===== config.mk =====
export PLATFORM = sky130hd
export DESIGN_NAME = sid_env_flat
export DESIGN_NICKNAME = d
export VERILOG_FILES = /design/src/rtl/sid_pkg.sv /design/src/rtl/sid_env_if.sv /design/src/rtl/sid_env_rate.sv /design/src/rtl/sid_env.sv /design/src/flat_wrapper.sv
export SDC_FILE = /design/constraint.sdc
export NUM_CORES = 1
export LEC_CHECK = 0
export ABC_AREA = 1
export CAP_MARGIN = 5
export CORE_ASPECT_RATIO = 1.1
export CORE_MARGIN = 3
export CORE_UTILIZATION = 53
export DETAILED_ROUTE_END_ITERATION = 10
export PLACE_DENSITY = 0.72
export SLEW_MARGIN = 20
export SYNTH_ARGS = -nofsm -noshare
export SYNTH_HDL_FRONTEND = slang
export SYNTH_SLANG_ARGS = --single-unit

===== constraint.sdc =====
create_clock -name CLK -period 4 [get_ports CLK]
set_clock_uncertainty 0.05 [all_clocks]
set_input_delay 0.6 -clock CLK [delete_from_list [all_inputs] [get_ports CLK]]
set_output_delay 0.6 -clock CLK [all_outputs]
set_load 0.03 [all_outputs]

===== src/rtl/sid_pkg.sv =====
// rtl/sid_pkg.sv - shared constants and types for the SID envelope generator
package sid_pkg;

    typedef enum logic [1:0] {
        ST_ATTACK        = 2'd0,
        ST_DECAY_SUSTAIN = 2'd1,
        ST_RELEASE       = 2'd2
    } env_state_e;

    // Register offsets within a voice block
    localparam int REG_CTRL = 4;
    localparam int REG_AD   = 5;
    localparam int REG_SR   = 6;

    // Lower bound of each exponential divisor band
    localparam logic [7:0] EXP_TH_DIV1  = 8'h5E;
    localparam logic [7:0] EXP_TH_DIV2  = 8'h37;
    localparam logic [7:0] EXP_TH_DIV4  = 8'h1B;
    localparam logic [7:0] EXP_TH_DIV8  = 8'h0F;
    localparam logic [7:0] EXP_TH_DIV16 = 8'h07;

    function automatic logic [14:0] rate_period(input logic [3:0] rate);
        case (rate)
            4'd0:    rate_period = 15'd9;
            4'd1:    rate_period = 15'd32;
            4'd2:    rate_period = 15'd63;
            4'd3:    rate_period = 15'd95;
            4'd4:    rate_period = 15'd149;
            4'd5:    rate_period = 15'd220;
            4'd6:    rate_period = 15'd267;
            4'd7:    rate_period = 15'd313;
            4'd8:    rate_period = 15'd392;
            4'd9:    rate_period = 15'd977;
            4'd10:   rate_period = 15'd1954;
            4'd11:   rate_period = 15'd3126;
            4'd12:   rate_period = 15'd3907;
            4'd13:   rate_period = 15'd11720;
            4'd14:   rate_period = 15'd19532;
            default: rate_period = 15'd31251;
        endcase
    endfunction

    function automatic logic [4:0] exp_divisor(input logic [7:0] level);
        if (level >= EXP_TH_DIV1)       exp_divisor = 5'd1;
        else if (level >= EXP_TH_DIV2)  exp_divisor = 5'd2;
        else if (level >= EXP_TH_DIV4)  exp_divisor = 5'd4;
        else if (level >= EXP_TH_DIV8)  exp_divisor = 5'd8;
        else if (level >= EXP_TH_DIV16) exp_divisor = 5'd16;
        else                            exp_divisor = 5'd30;
    endfunction

endpackage


===== src/rtl/sid_env_if.sv =====
// rtl/sid_env_if.sv - register write bus, tick enable and envelope level of one voice
interface sid_env_if;
    logic       CLKen;
    logic       WR;
    logic [4:0] ADDR;
    logic [7:0] DATA;
    logic [7:0] OUTPUT;

    modport master (output CLKen, WR, ADDR, DATA, input OUTPUT);
    modport slave  (input CLKen, WR, ADDR, DATA, output OUTPUT);
endinterface


===== src/rtl/sid_env_rate.sv =====
// rtl/sid_env_rate.sv - 15-bit rate counter emitting one step pulse per rate period
module sid_env_rate
    import sid_pkg::*;
(
    input  logic       i_clk,
    input  logic       i_rst,
    input  logic       i_clken,
    input  logic       i_clear,
    input  logic [3:0] i_rate,
    output logic       o_step
);

    logic [14:0] r_cnt;
    logic [14:0] w_last;

    assign w_last = rate_period(i_rate) - 15'd1;
    // A clear on the same cycle as a tick suppresses the step as well as the increment
    assign o_step = i_clken && !i_clear && (r_cnt == w_last);

    always_ff @(posedge i_clk) begin
        if (i_rst) begin
            r_cnt <= '0;
        end else if (i_clear) begin
            r_cnt <= '0;
        end else if (i_clken) begin
            r_cnt <= (r_cnt == w_last) ? 15'd0 : r_cnt + 15'd1;
        end
    end

endmodule


===== src/rtl/sid_env.sv =====
// rtl/sid_env.sv - per-voice ADSR envelope generator decoding its own three SID registers
module sid_env
    import sid_pkg::*;
#(
    parameter int BASE_ADDR = 0
) (
    input  logic     CLK,
    input  logic     RST,
    sid_env_if.slave bus
);

    localparam logic [4:0] A_CTRL = 5'(BASE_ADDR + REG_CTRL);
    localparam logic [4:0] A_AD   = 5'(BASE_ADDR + REG_AD);
    localparam logic [4:0] A_SR   = 5'(BASE_ADDR + REG_SR);

    logic       r_gate;
    logic [3:0] r_attack;
    logic [3:0] r_decay;
    logic [3:0] r_sustain;
    logic [3:0] r_release;
    env_state_e r_state;
    logic [7:0] r_level;
    logic [4:0] r_exp;

    logic       w_wr_ctrl;
    logic       w_wr_ad;
    logic       w_wr_sr;
    logic       w_gate_on;
    logic       w_gate_off;
    logic       w_gate_edge;
    logic       w_step;
    logic [3:0] w_rate;
    logic [7:0] w_sus_level;
    logic [4:0] w_exp_next;
    logic       w_exp_hit;

    assign w_wr_ctrl   = bus.WR && (bus.ADDR == A_CTRL);
    assign w_wr_ad     = bus.WR && (bus.ADDR == A_AD);
    assign w_wr_sr     = bus.WR && (bus.ADDR == A_SR);
    // Edges only exist relative to the last written GATE, so same-value rewrites are no-ops
    assign w_gate_on   = w_wr_ctrl &&  bus.DATA[0] && !r_gate;
    assign w_gate_off  = w_wr_ctrl && !bus.DATA[0] &&  r_gate;
    assign w_gate_edge = w_gate_on || w_gate_off;

    assign w_sus_level = {r_sustain, r_sustain};
    assign w_exp_next  = r_exp + 5'd1;
    assign w_exp_hit   = (w_exp_next == exp_divisor(r_level));

    always_comb begin
        w_rate = r_release;
        case (r_state)
            ST_ATTACK:        w_rate = r_attack;
            ST_DECAY_SUSTAIN: w_rate = r_decay;
            default:          w_rate = r_release;
        endcase
    end

    sid_env_rate u_rate (
        .i_clk   (CLK),
        .i_rst   (RST),
        .i_clken (bus.CLKen),
        .i_clear (w_gate_edge),
        .i_rate  (w_rate),
        .o_step  (w_step)
    );

    always_ff @(posedge CLK) begin
        if (RST) begin
            r_gate    <= 1'b0;
            r_attack  <= '0;
            r_decay   <= '0;
            r_sustain <= '0;
            r_release <= '0;
            r_state   <= ST_RELEASE;
            r_level   <= '0;
            r_exp     <= '0;
        end else begin
            if (w_wr_ctrl) begin
                r_gate <= bus.DATA[0];
            end
            if (w_wr_ad) begin
                r_attack <= bus.DATA[7:4];
                r_decay  <= bus.DATA[3:0];
            end
            if (w_wr_sr) begin
                r_sustain <= bus.DATA[7:4];
                r_release <= bus.DATA[3:0];
            end

            if (w_gate_edge) begin
                r_state <= w_gate_on ? ST_ATTACK : ST_RELEASE;
                r_exp   <= '0;
            end else if (w_step) begin
                case (r_state)
                    ST_ATTACK: begin
                        // Saturate at full scale; reaching or sitting at 0xFF hands over to decay
                        if (r_level != 8'hFF) begin
                            r_level <= r_level + 8'd1;
                        end
                        if (r_level >= 8'hFE) begin
                            r_state <= ST_DECAY_SUSTAIN;
                        end
                    end
                    ST_DECAY_SUSTAIN: begin
                        r_exp <= w_exp_hit ? 5'd0 : w_exp_next;
                        if (w_exp_hit && (r_level > w_sus_level)) begin
                            r_level <= r_level - 8'd1;
                        end
                    end
                    default: begin
                        r_exp <= w_exp_hit ? 5'd0 : w_exp_next;
                        if (w_exp_hit && (r_level != 8'h00)) begin
                            r_level <= r_level - 8'd1;
                        end
                    end
                endcase
            end
        end
    end

    assign bus.OUTPUT = r_level;

endmodule


===== src/flat_wrapper.sv =====
// flat-port wrapper written by rule: the top's interface ports become plain ports
module sid_env_flat import sid_pkg::*;
#(
    parameter int BASE_ADDR = 0
)
  (CLK, RST, bus_CLKen, bus_WR, bus_ADDR, bus_DATA, bus_OUTPUT);
  sid_env_if bus_i ();
  input  logic CLK;
  input  logic RST;
  input wire logic [$bits(bus_i.CLKen)-1:0] bus_CLKen;
  input wire logic [$bits(bus_i.WR)-1:0] bus_WR;
  input wire logic [$bits(bus_i.ADDR)-1:0] bus_ADDR;
  input wire logic [$bits(bus_i.DATA)-1:0] bus_DATA;
  output wire logic [$bits(bus_i.OUTPUT)-1:0] bus_OUTPUT;
  assign bus_i.CLKen = bus_CLKen;
  assign bus_i.WR = bus_WR;
  assign bus_i.ADDR = bus_ADDR;
  assign bus_i.DATA = bus_DATA;
  assign bus_OUTPUT = bus_i.OUTPUT;
  sid_env #(.BASE_ADDR(BASE_ADDR)) u_core (.CLK(CLK), .RST(RST), .bus(bus_i));
endmodule

==> results of run 1 <==
cell families (layout without fill, tap and decap cells):
| group | Yosys count | count (layout) |
|---|---|---|
| DFF | 47 | 47 |
| buffers and inverters | 107 | 129 |
| AOI/OAI and AO/OA | 67 | 67 |
| and+or+nand+nor | 399 | 399 |
| adders and majority gates | 24 | 24 |
| xor gates and xnor gates | 26 | 26 |
worst reg2reg max path, stage by stage (launching register included):
cell and delay (ns):
dfxtp_2 0.45, inv_2 0.08, nand3_1 0.10, nand3_1 0.22, ha_1 0.40, nand4_1 0.23
nand3_1 0.20, o21a_1 0.14, ha_1 0.19, nand3_2 0.13, nor2_4 0.19, nand2_2 0.07
nand2_1 0.08, nand2_1 0.05, nand2_1 0.07, nand2_1 0.05, nor2_1 0.10, nand3_1 0.07
nor2_1 0.11, buf_4 0.18, nand3_1 0.17, nand2_1 0.12, a21oi_1 0.07
report_power, final:
group | total (mW) | leakage [nW] | switching (mW) | internal, mW
combinational | 0.118 | 1.65 | 0.0721 | 0.0459
clock | 0.340 | 0.0502 | 0.157 | 0.183
sequential | 0.476 | 0.379 | 0.00431 | 0.472
registers in the layout (all words and copies together) (netlist names):
signal	flops
u_core.bus.OUTPUT	8
u_core.r_exp	5
u_core.u_rate.r_cnt	15
u_core.r_decay	4
u_core.r_release	4
u_core.r_sustain	4
u_core.r_attack	4
u_core.r_state	2
u_core.r_gate	1
layer usage:
metal  vias to the layer above  global-route usage, %  routed length, um
met5                         -                      0                  0
met3                        20                   3.00                358
met1                      1869                   28.6               4680
met2                        97                   42.2               4890
li1                       2205                      -                  -
met4                         0                   8.47                250
through the flow:
stage	cell area, sq um	setup slack [ns]	power [mW]
final	4680	0.388	0.935
after global routing	4680	0.0245	0.974
after CTS	4670	0.214	0.943
after detailed placement	4560	0.254	0.603
after global placement	4560	0.445	0.602
after floorplan	4260	0.767	0.570
layout make-up:
type | count | share of cell area [%]
clock inverter | 2 | 0.801
sequential | 47 | 20.1
clock buffer | 5 | 1.47
tap | 105 | 2.81
timing repair buffer | 30 | 6.09
multi-input combinational | 516 | 61.3
inverter | 92 | 7.37
synth_stat cells (all sizes together):
cell type,instances
nor4,4
nor3b,5
nand2,174
and2,1
o32a,1
nor3,14
or2,4
dfxtp,47
o21bai,2
o211ai,1
clkbuf,7
ha,24
xor2,23
o21a,2
nand3,70
o22ai,1
xnor2,3
buf,8
nand3b,2
o21ai,24
nor2,100
a21oi,33
nand4,25
a31oi,3
inv,92
how the worst max path moves through the flow:
stage                                         to  slack [ns]  cells after the start
final                            u_core.r_exp[1]        0.39                     22
after global routing             u_core.r_exp[1]        0.02                     20
after CTS                 u_core.u_rate.r_cnt[5]        0.21                     19
after detailed placement  u_core.u_rate.r_cnt[5]        0.25                     19
after global placement    u_core.u_rate.r_cnt[5]        0.44                     19
after floorplan           u_core.u_rate.r_cnt[9]        0.77                     21
repair_timing:
item | in CTS | in global routing
endpoints found under the setup margin | 0 | 27
setup buffers | 0 | 1
resized for setup | 0 | 2
hold endpoints to repair | 0 | 0
==> impl_metrics.yaml, run 1 <==
placed_design:
  gp_congestion: 0.935
  io_buffers: 24
  post-dp-hpwl_um: 8160
  place_inst: 789
worst_setup_path:
  critPathRequiredTime_ns: 4.13
  r2r.worst_path.cells: 22
  reg2reg_slack_ns: 0.39
  crit_buf_inv: 2
  r2r-start: "u_core.r_state[1]"
  rr_endpoint: "u_core.r_exp[1]"
  crit_type: "flop to flop"
  cp_top_family: "simple AND/OR/NAND/NOR gates"
  cpPeakStageDelay_ns: 0.45
  path_max_fanout: 11
  crit_start: "u_core.r_state[1]"
  arrival_ns: 3.75
  cp_slowest_cell: "dfxtp_2"
  cp_cell_sequence: "inv_2 -> nand3_1 -> nand3_1 -> ha_1 -> nand4_1 -> nand3_1 -> o21a_1 -> ha_1 -> nand3_2 -> nor2_4 -> nand2_2 -> nand2_1 -> nand2_1 -> nand2_1 -> nand2_1 -> nor2_1 -> nand3_1 -> nor2_1 -> buf_4 -> nand3_1 -> nand2_1 -> a21oi_1"
  end_kind: "flop"
  cp-start-kind: "flop"
floorplan:
  rows: 33
  die-area_sq_mm: 0.00914
  ios: 25
  initial_core_util_pct: 55.7
  die_h_um: 100
  core_area_sq_mm: 0.00764
  die_w_um: 91.4
finish:
  antenna_cells: 0
  fill_cells: 762
  layout_common_cells: "155 x nand2_1, 86 x inv_1, 85 x nor2_1"
  final_common_cell: "nand2_1"
  seq_area_sq_um: 942
  multi_input_area_sq_mm: 0.00287
  final_util_pct: 61.3
  nets: 733
  final_cells: 797
  layout-drive-gt1-share_pct: 10.7
  syn_to_final_growth_pct: 10.0
sta:
  finalSetupViolations: 0
  finalHoldViolCount: 0
  fmax_mhz: 277
  worst_slew_pin_slew_ns: 0.748
  fin_crit_sh_pct: 90.3
  rsz0062_at_grt: "false"
  fin_crit_ns: 3.61
  max_slew_margin_pct: 49.7
  whs_ns: 0.420
  setup_tns_ns: 0
  slew_violations: 0
clocking:
  cts_buffers: 5
  cts_tree: "done"
  path_clk_slew_ns: 0.09
  clk_path_buf_depth: 2
  cts.sinks: 47
  ctsHoldBuffers: 0
  worstSkewPairLatency_ns: 0.30
  cts_max_level: 2
  cts-root-buf: "clkbuf_8"
routing:
  route.detailed.drc: 0
  drtPass1Iterations: 5
  totalWireLength_um: 10200
  drt_iter0_markers: 211
  via_per_inst: 5.26
  wl_per_cell_um: 12.8
  ant_nets: 0
  vias: 4191
yosys:
  synth_nets: 711
  synthesis.area_sq_mm: 0.00426
  synth_simple_gate_area_share_pct: 46.6
  synth_top_cell_by_area: "dfxtp_1"
  synthAdderAreaFrac_pct: 7.05
  synth_top_family_by_area: "simple AND/OR/NAND/NOR gates"
  synth_top_area_share_pct: 22.1
  syn_area_per_cell_sq_um: 6.35
  ys_seq_area_share_pct: 22.1
  synth_compound_area_share_pct: 8.41
  synth_mux_area_share_pct: 0
  synth_xor_area_share_pct: 5.35
  synthTopCellsByArea: "dfxtp_1 22%, nand2_1 14%, inv_1 7.6%"
  synth_seq_cells: 47
  syn_inst: 670
  yosys.cell_types.count: 39
  yosysWarnings: 0
worst_hold_path:
  min_from: "u_core.r_decay[3]"
  holdPathEnd: "u_core.r_decay[3]"
  hp-class: "flop to flop"
  holdPathStages: 2
pwr:
  ir_worst_vdd_mv: 0.191
  leakage_nw: 2.08
  power_density_mw_per_mm2: 200
global_routing:
  grt_max_degree: 22
  antenna_found_initial: 0
  grtUsageTotal_pct: 23.5
  first_global_vias: 4060
  overflow: 0
  grt_pass1_wl_um: 17900
flow_run:
  cap_violations: 0
outcome:
  status: "finished, final reports clean"
(Power assumes the default switching activity.)
==> inputs of run 2 (changes only) <==
Settings changed: CORE_UTILIZATION 53 to 25, PLACE_DENSITY 0.72 to unset.
==> impl_metrics.yaml, run 2 (synthesis gave the netlist of run 1 again) <==
sta:
  rsz0062_at_grt: "false"
  fin_crit_ns: 3.41
  fin_crit_sh_pct: 85.2
  slew_violations: 0
  worst_slew_pin_slew_ns: 0.660
  whs_ns: 0.415
  finalHoldViolCount: 0
  max_slew_margin_pct: 55.9
  finalSetupViolations: 0
  fmax_mhz: 293
  setup_tns_ns: 0
worst_setup_path:
  cp.depth: 21
  crit_type: "flop to flop"
  critPathRequiredTime_ns: 4.14
  cp_cell_sequence: "inv_2 -> nor2_4 -> nand2_2 -> nand3_2 -> nand2_1 -> nand3_1 -> o21a_1 -> ha_1 -> nand3_2 -> nor2_4 -> nand2_2 -> nand2_1 -> nand2_1 -> nand2_1 -> nand2_1 -> nor2_1 -> nand3_1 -> nor2_2 -> nand3_1 -> nand2_1 -> a21oi_1"
  cp-start-kind: "flop"
  crit_start: "u_core.r_state[0]"
  crit_buf_inv: 1
  cpPeakStageDelay_ns: 0.45
  worstSetupEndpoint: "u_core.r_exp[1]"
  r2r.worst_path.cells: 21
  rr_endpoint: "u_core.r_exp[1]"
  cpMostUsedCell: "nand2_1"
  cp_top_family: "simple AND/OR/NAND/NOR gates"
  path_max_fanout: 10
  reg2reg_slack_ns: 0.59
  cp_slowest_cell: "dfxtp_1"
  arrival_ns: 3.54
  end_kind: "flop"
  r2r-start: "u_core.r_state[0]"
clocking:
  cts-root-buf: "clkbuf_16"
  cts_setup_buffers: 0
  worstSkewPairLatency_ns: 0.30
  cts_tree: "done"
  cts_max_level: 2
  path_clk_slew_ns: 0.07
  clk_path_buf_depth: 2
  cts_buffers: 5
  cts.sinks: 47
finish:
  layout_common_cells: "155 x nand2_1, 86 x inv_1, 84 x nor2_1"
  multi_input_area_sq_mm: 0.00287
  nets: 737
  regMostFlops: "u_core.u_rate.r_cnt"
  final_common_cell: "nand2_1"
  seq_area_sq_um: 942
  syn_to_final_growth_pct: 14.5
  final_util_pct: 29.5
  layout-drive-gt1-share_pct: 11.5
  antenna_cells: 0
  fill_cells: 1813
  largest_register_ffs: 15
flow_run:
  cap_violations: 0
pwr:
  power.switching_uw: 267
  cellInternalPower_uw: 751
  leakage_nw: 2.12
  ir_worst_vdd_mv: 0.213
  power_density_mw_per_mm2: 209
  power_mw: 1.02
  pwr-share-seq_pct: 46.8
  comb_power_share_pct: 11.6
  sw_frac_of_total_pct: 26.3
  clockPowerShare_pct: 41.6
global_routing:
  first_global_vias: 3941
  grt_max_degree: 22
  grt_pass1_wl_um: 18100
  grtUsageTotal_pct: 11.9
  antenna_found_initial: 0
  overflow: 0
routing:
  wl_per_cell_um: 11.7
  vias: 4121
  drtPass1Iterations: 4
  totalWireLength_um: 10600
  ant_nets: 0
  via_per_inst: 4.57
  drt_iter0_markers: 139
  route.detailed.drc: 0
placed_design:
  gp_congestion: 0.885
  post-dp-hpwl_um: 8530
  io_buffers: 24
floorplan:
  die-area_sq_mm: 0.0186
  core_area_sq_mm: 0.0165
  die_w_um: 130
  die_h_um: 143
  ios: 25
  rows: 49
  initial_core_util_pct: 25.8
worst_hold_path:
  hp-class: "flop to flop"
outcome:
  status: "finished, final reports clean"
-- run 2: cell types whose count changed in the layout (fill, tap and decap cells not counted) --
cell,before,now
clkinv_2,0,2
clkbuf_16,0,5
nand2_4,7,6
bufinv_16,1,0
nand2_2,12,13
inv_6,0,1
buf_4,6,10
nor2_1,85,84
clkbuf_8,5,0
clkinvlp_4,1,0
nor2_2,6,7
-- run 2: power groups by stage --
stage | logic (mW) | registers, mW | clock network, mW
floorplan | 0.0847 | 0.486 | 0
global placement | 0.118 | 0.487 | 0
detailed placement | 0.118 | 0.487 | 0
CTS | 0.119 | 0.476 | 0.441
global route | 0.133 | 0.476 | 0.455
finish | 0.118 | 0.476 | 0.424
-- run 2: worst min-delay path by stage --
stage | startpoint | endpoint | slack (ns) | depth (start not counted)
4_1_cts | u_core.r_exp[4] | u_core.r_exp[4] | 0.42 | 2
6_report | u_core.r_decay[3] | u_core.r_decay[3] | 0.42 | 2
3_3_place_gp | u_core.r_exp[4] | u_core.r_exp[4] | 0.40 | 2
2_1_floorplan | u_core.r_attack[3] | u_core.r_attack[3] | 0.38 | 2
5_1_grt | u_core.r_release[2] | u_core.r_release[2] | 0.45 | 2
3_5_place_dp | u_core.r_exp[4] | u_core.r_exp[4] | 0.40 | 2
-- run 2: layout make-up --
cell class	instances	share of cell area (%)
clock buffers	5	2.57
clock inverters	3	0.385
inverters	92	7.09
multi-input cells	516	58.9
flip-flops and latches	47	19.3
well taps	204	5.24
repair buffers	34	6.47
-- run 2: layer usage --
layer / up-vias / global-route usage (%) / part of all wire (%)
li1: 2218 / - / -
met1: 1820 / 15.1 / 48
met2: 64 / 20.8 / 47
met3: 19 / 1.83 / 2.9
met4: 0 / 3.30 / 2.1
met5: - / 0 / 0
-- run 2: what timing repair did --
action	in CTS	in global routing
hold buffers	0	0
endpoints found under the setup margin	0	9
resized for setup	0	2
-- run 2: worst reg2reg max path: cells and delay by family (launching register included) --
family | cells | cell delay (ns)
simple gates | 17 | 2.34
buf+inv | 1 | 0.07
flops | 1 | 0.45
compound gates | 2 | 0.19
fa+ha+maj | 1 | 0.19
-- run 2: per-stage QoR --
step,setup WS (ns),cell area [sq um],std cells
after global routing,0.127,4870,901
after global placement,0.462,4720,893
after CTS,0.331,4870,901
after floorplan,0.767,4260,670
final,0.590,4870,901
after detailed placement,0.350,4720,893
==> inputs of run 3 (changes only) <==
Settings changed: CORE_UTILIZATION 25 to 50, PLACE_DENSITY set to 0.69.
==> impl_metrics.yaml, run 3 (synthesis gave the netlist of run 1 again) <==
outcome:
  status: "finished, final reports clean"
sta:
  max_slew_margin_pct: 44.6
  setup_tns_ns: 0
  rsz0062_at_grt: "false"
  fin_crit_sh_pct: 89.1
  finalSetupViolations: 0
  finalHoldViolCount: 0
  worst_slew_pin_slew_ns: 0.823
  fmax_mhz: 281
  slew_violations: 0
  fin_crit_ns: 3.56
finish:
  fill_cells: 812
  nets: 731
  final_area_sq_mm: 0.00466
  largest_register_ffs: 15
  layout_common_cells: "155 x nand2_1, 86 x inv_1, 85 x nor2_1"
  layout-drive-gt1-share_pct: 10.9
  syn_to_final_growth_pct: 9.38
  regMostFlops: "u_core.u_rate.r_cnt"
  final_common_cell: "nand2_1"
  antenna_cells: 0
pwr:
  power_uw: 880
  cellInternalPower_uw: 639
  leakage_nw: 2.07
  power_density_mw_per_mm2: 189
  clockPowerShare_pct: 32.5
  comb_power_share_pct: 13.4
  power.switching_uw: 241
  sw_frac_of_total_pct: 27.4
  pwr-share-seq_pct: 54.1
  ir_worst_vdd_mv: 0.146
clocking:
  path_clk_slew_ns: 0.09
  cts.sinks: 47
  clk_path_buf_depth: 2
  cts_buffers: 5
  cts-root-buf: "clkbuf_8"
  worstSkewPairLatency_ns: 0.30
  cts_max_level: 2
  cts_tree: "done"
routing:
  drtPass1Iterations: 5
  ant_nets: 0
  route.detailed.drc: 0
  vias: 4212
  wl_per_cell_um: 13.0
  drt_iter0_markers: 153
  totalWireLength_um: 10400
  via_per_inst: 5.27
worst_setup_path:
  end_kind: "flop"
  cp_cell_sequence: "inv_2 -> nand3_1 -> nand3_2 -> ha_1 -> nand4_1 -> nand3_1 -> o21a_1 -> ha_1 -> nand3_2 -> nor2_4 -> nand3_1 -> nand3_1 -> inv_1 -> nor2_1 -> nand3_2 -> nor2_4 -> nand2_2 -> nand2_2 -> nor3b_1"
  path_max_fanout: 14
  cp_slowest_cell: "dfxtp_2"
  arrival_ns: 3.70
  cpMostUsedCell: "nand3_1"
  crit_type: "flop to flop"
  critPathRequiredTime_ns: 4.13
  cpPeakStageDelay_ns: 0.45
  cp-start-kind: "flop"
global_routing:
  grt_max_degree: 22
  grtUsageTotal_pct: 22.6
  overflow: 0
  antenna_found_initial: 0
  first_global_vias: 4044
  grt_pass1_wl_um: 17900
placed_design:
  post-dp-hpwl_um: 8280
  placedInstanceArea_sq_mm: 0.00456
  gp_congestion: 0.901
  io_buffers: 24
flow_run:
  cap_violations: 0
floorplan:
  ios: 25
  die_h_um: 103
  die_w_um: 94.0
  die-area_sq_mm: 0.00966
  rows: 34
  initial_core_util_pct: 52.7
  core_area_sq_mm: 0.00808
worst_hold_path:
  hp-class: "flop to flop"
## run 3: cell types whose count changed in the layout (fill, tap and decap cells not counted), sizes merged
cell,before,now
inv,93,92
clkinvlp,0,2
buf,10,4
clkinv,2,1
## run 3: cell type report
cell class,instances,area [sq um],area share (%)
inverters,92,345,7.42
well taps,108,135,2.90
repair buffers,28,270,5.80
clock buffers,5,68.8,1.48
flip-flops and latches,47,943,20.3
multi-input cells,516,2870,61.7
clock inverters,3,20.0,0.430
## run 3: critical path: cells and delay by family (launching register included)
kind            cells  cell delay [ns]
fa+ha+maj           2             0.55
buf+inv             2             0.12
compound gates      1             0.14
flops               1             0.45
simple gates       14             2.13
## run 3: layer usage
metal,track usage [%],vias up,part of all wire [%]
met1,27.1,1910,46
met4,8.56,0,2.9
met3,3.21,23,3.2
li1,-,2192,-
met5,0,-,0
met2,40.9,87,48
## run 3: final timing paths
path / start / to / slack, ns / cells after the start
setup / recovery: u_core.r_state[1] / u_core.u_rate.r_cnt[7] / 0.44 / 19
hold / removal: u_core.r_decay[3] / u_core.r_decay[3] / 0.41 / 2
hold reg to reg: u_core.r_decay[3] / u_core.r_decay[3] / 0.41 / 2
setup reg to reg: u_core.r_state[1] / u_core.u_rate.r_cnt[7] / 0.44 / 19
## run 3: power by group through the flow
stage	Clock, mW	Sequential, mW	Combinational, mW
2_1_floorplan	0	0.486	0.0847
3_3_place_gp	0	0.487	0.115
3_5_place_dp	0	0.487	0.117
4_1_cts	0.297	0.476	0.118
5_1_grt	0.314	0.477	0.132
6_report	0.286	0.476	0.118
## run 3: per-stage QoR
stage / hold slack [ns] / setup slack, ns / instances / util [%]
2_1_floorplan: 0.379 / 0.767 / 670 / -
3_3_place_gp: 0.403 / 0.419 / 791 / 56.4
3_5_place_dp: 0.409 / 0.241 / 791 / 56.4
4_1_cts: 0.422 / 0.222 / 799 / 57.5
5_1_grt: 0.457 / 0.00683 / 799 / 57.6
6_report: 0.414 / 0.437 / 799 / 57.6
## run 3: repair_timing
action	4_1_cts	5_1_grt
resized for setup	0	3
setup buffers	0	0
hold buffers	0	0
setup endpoints to repair	0	27
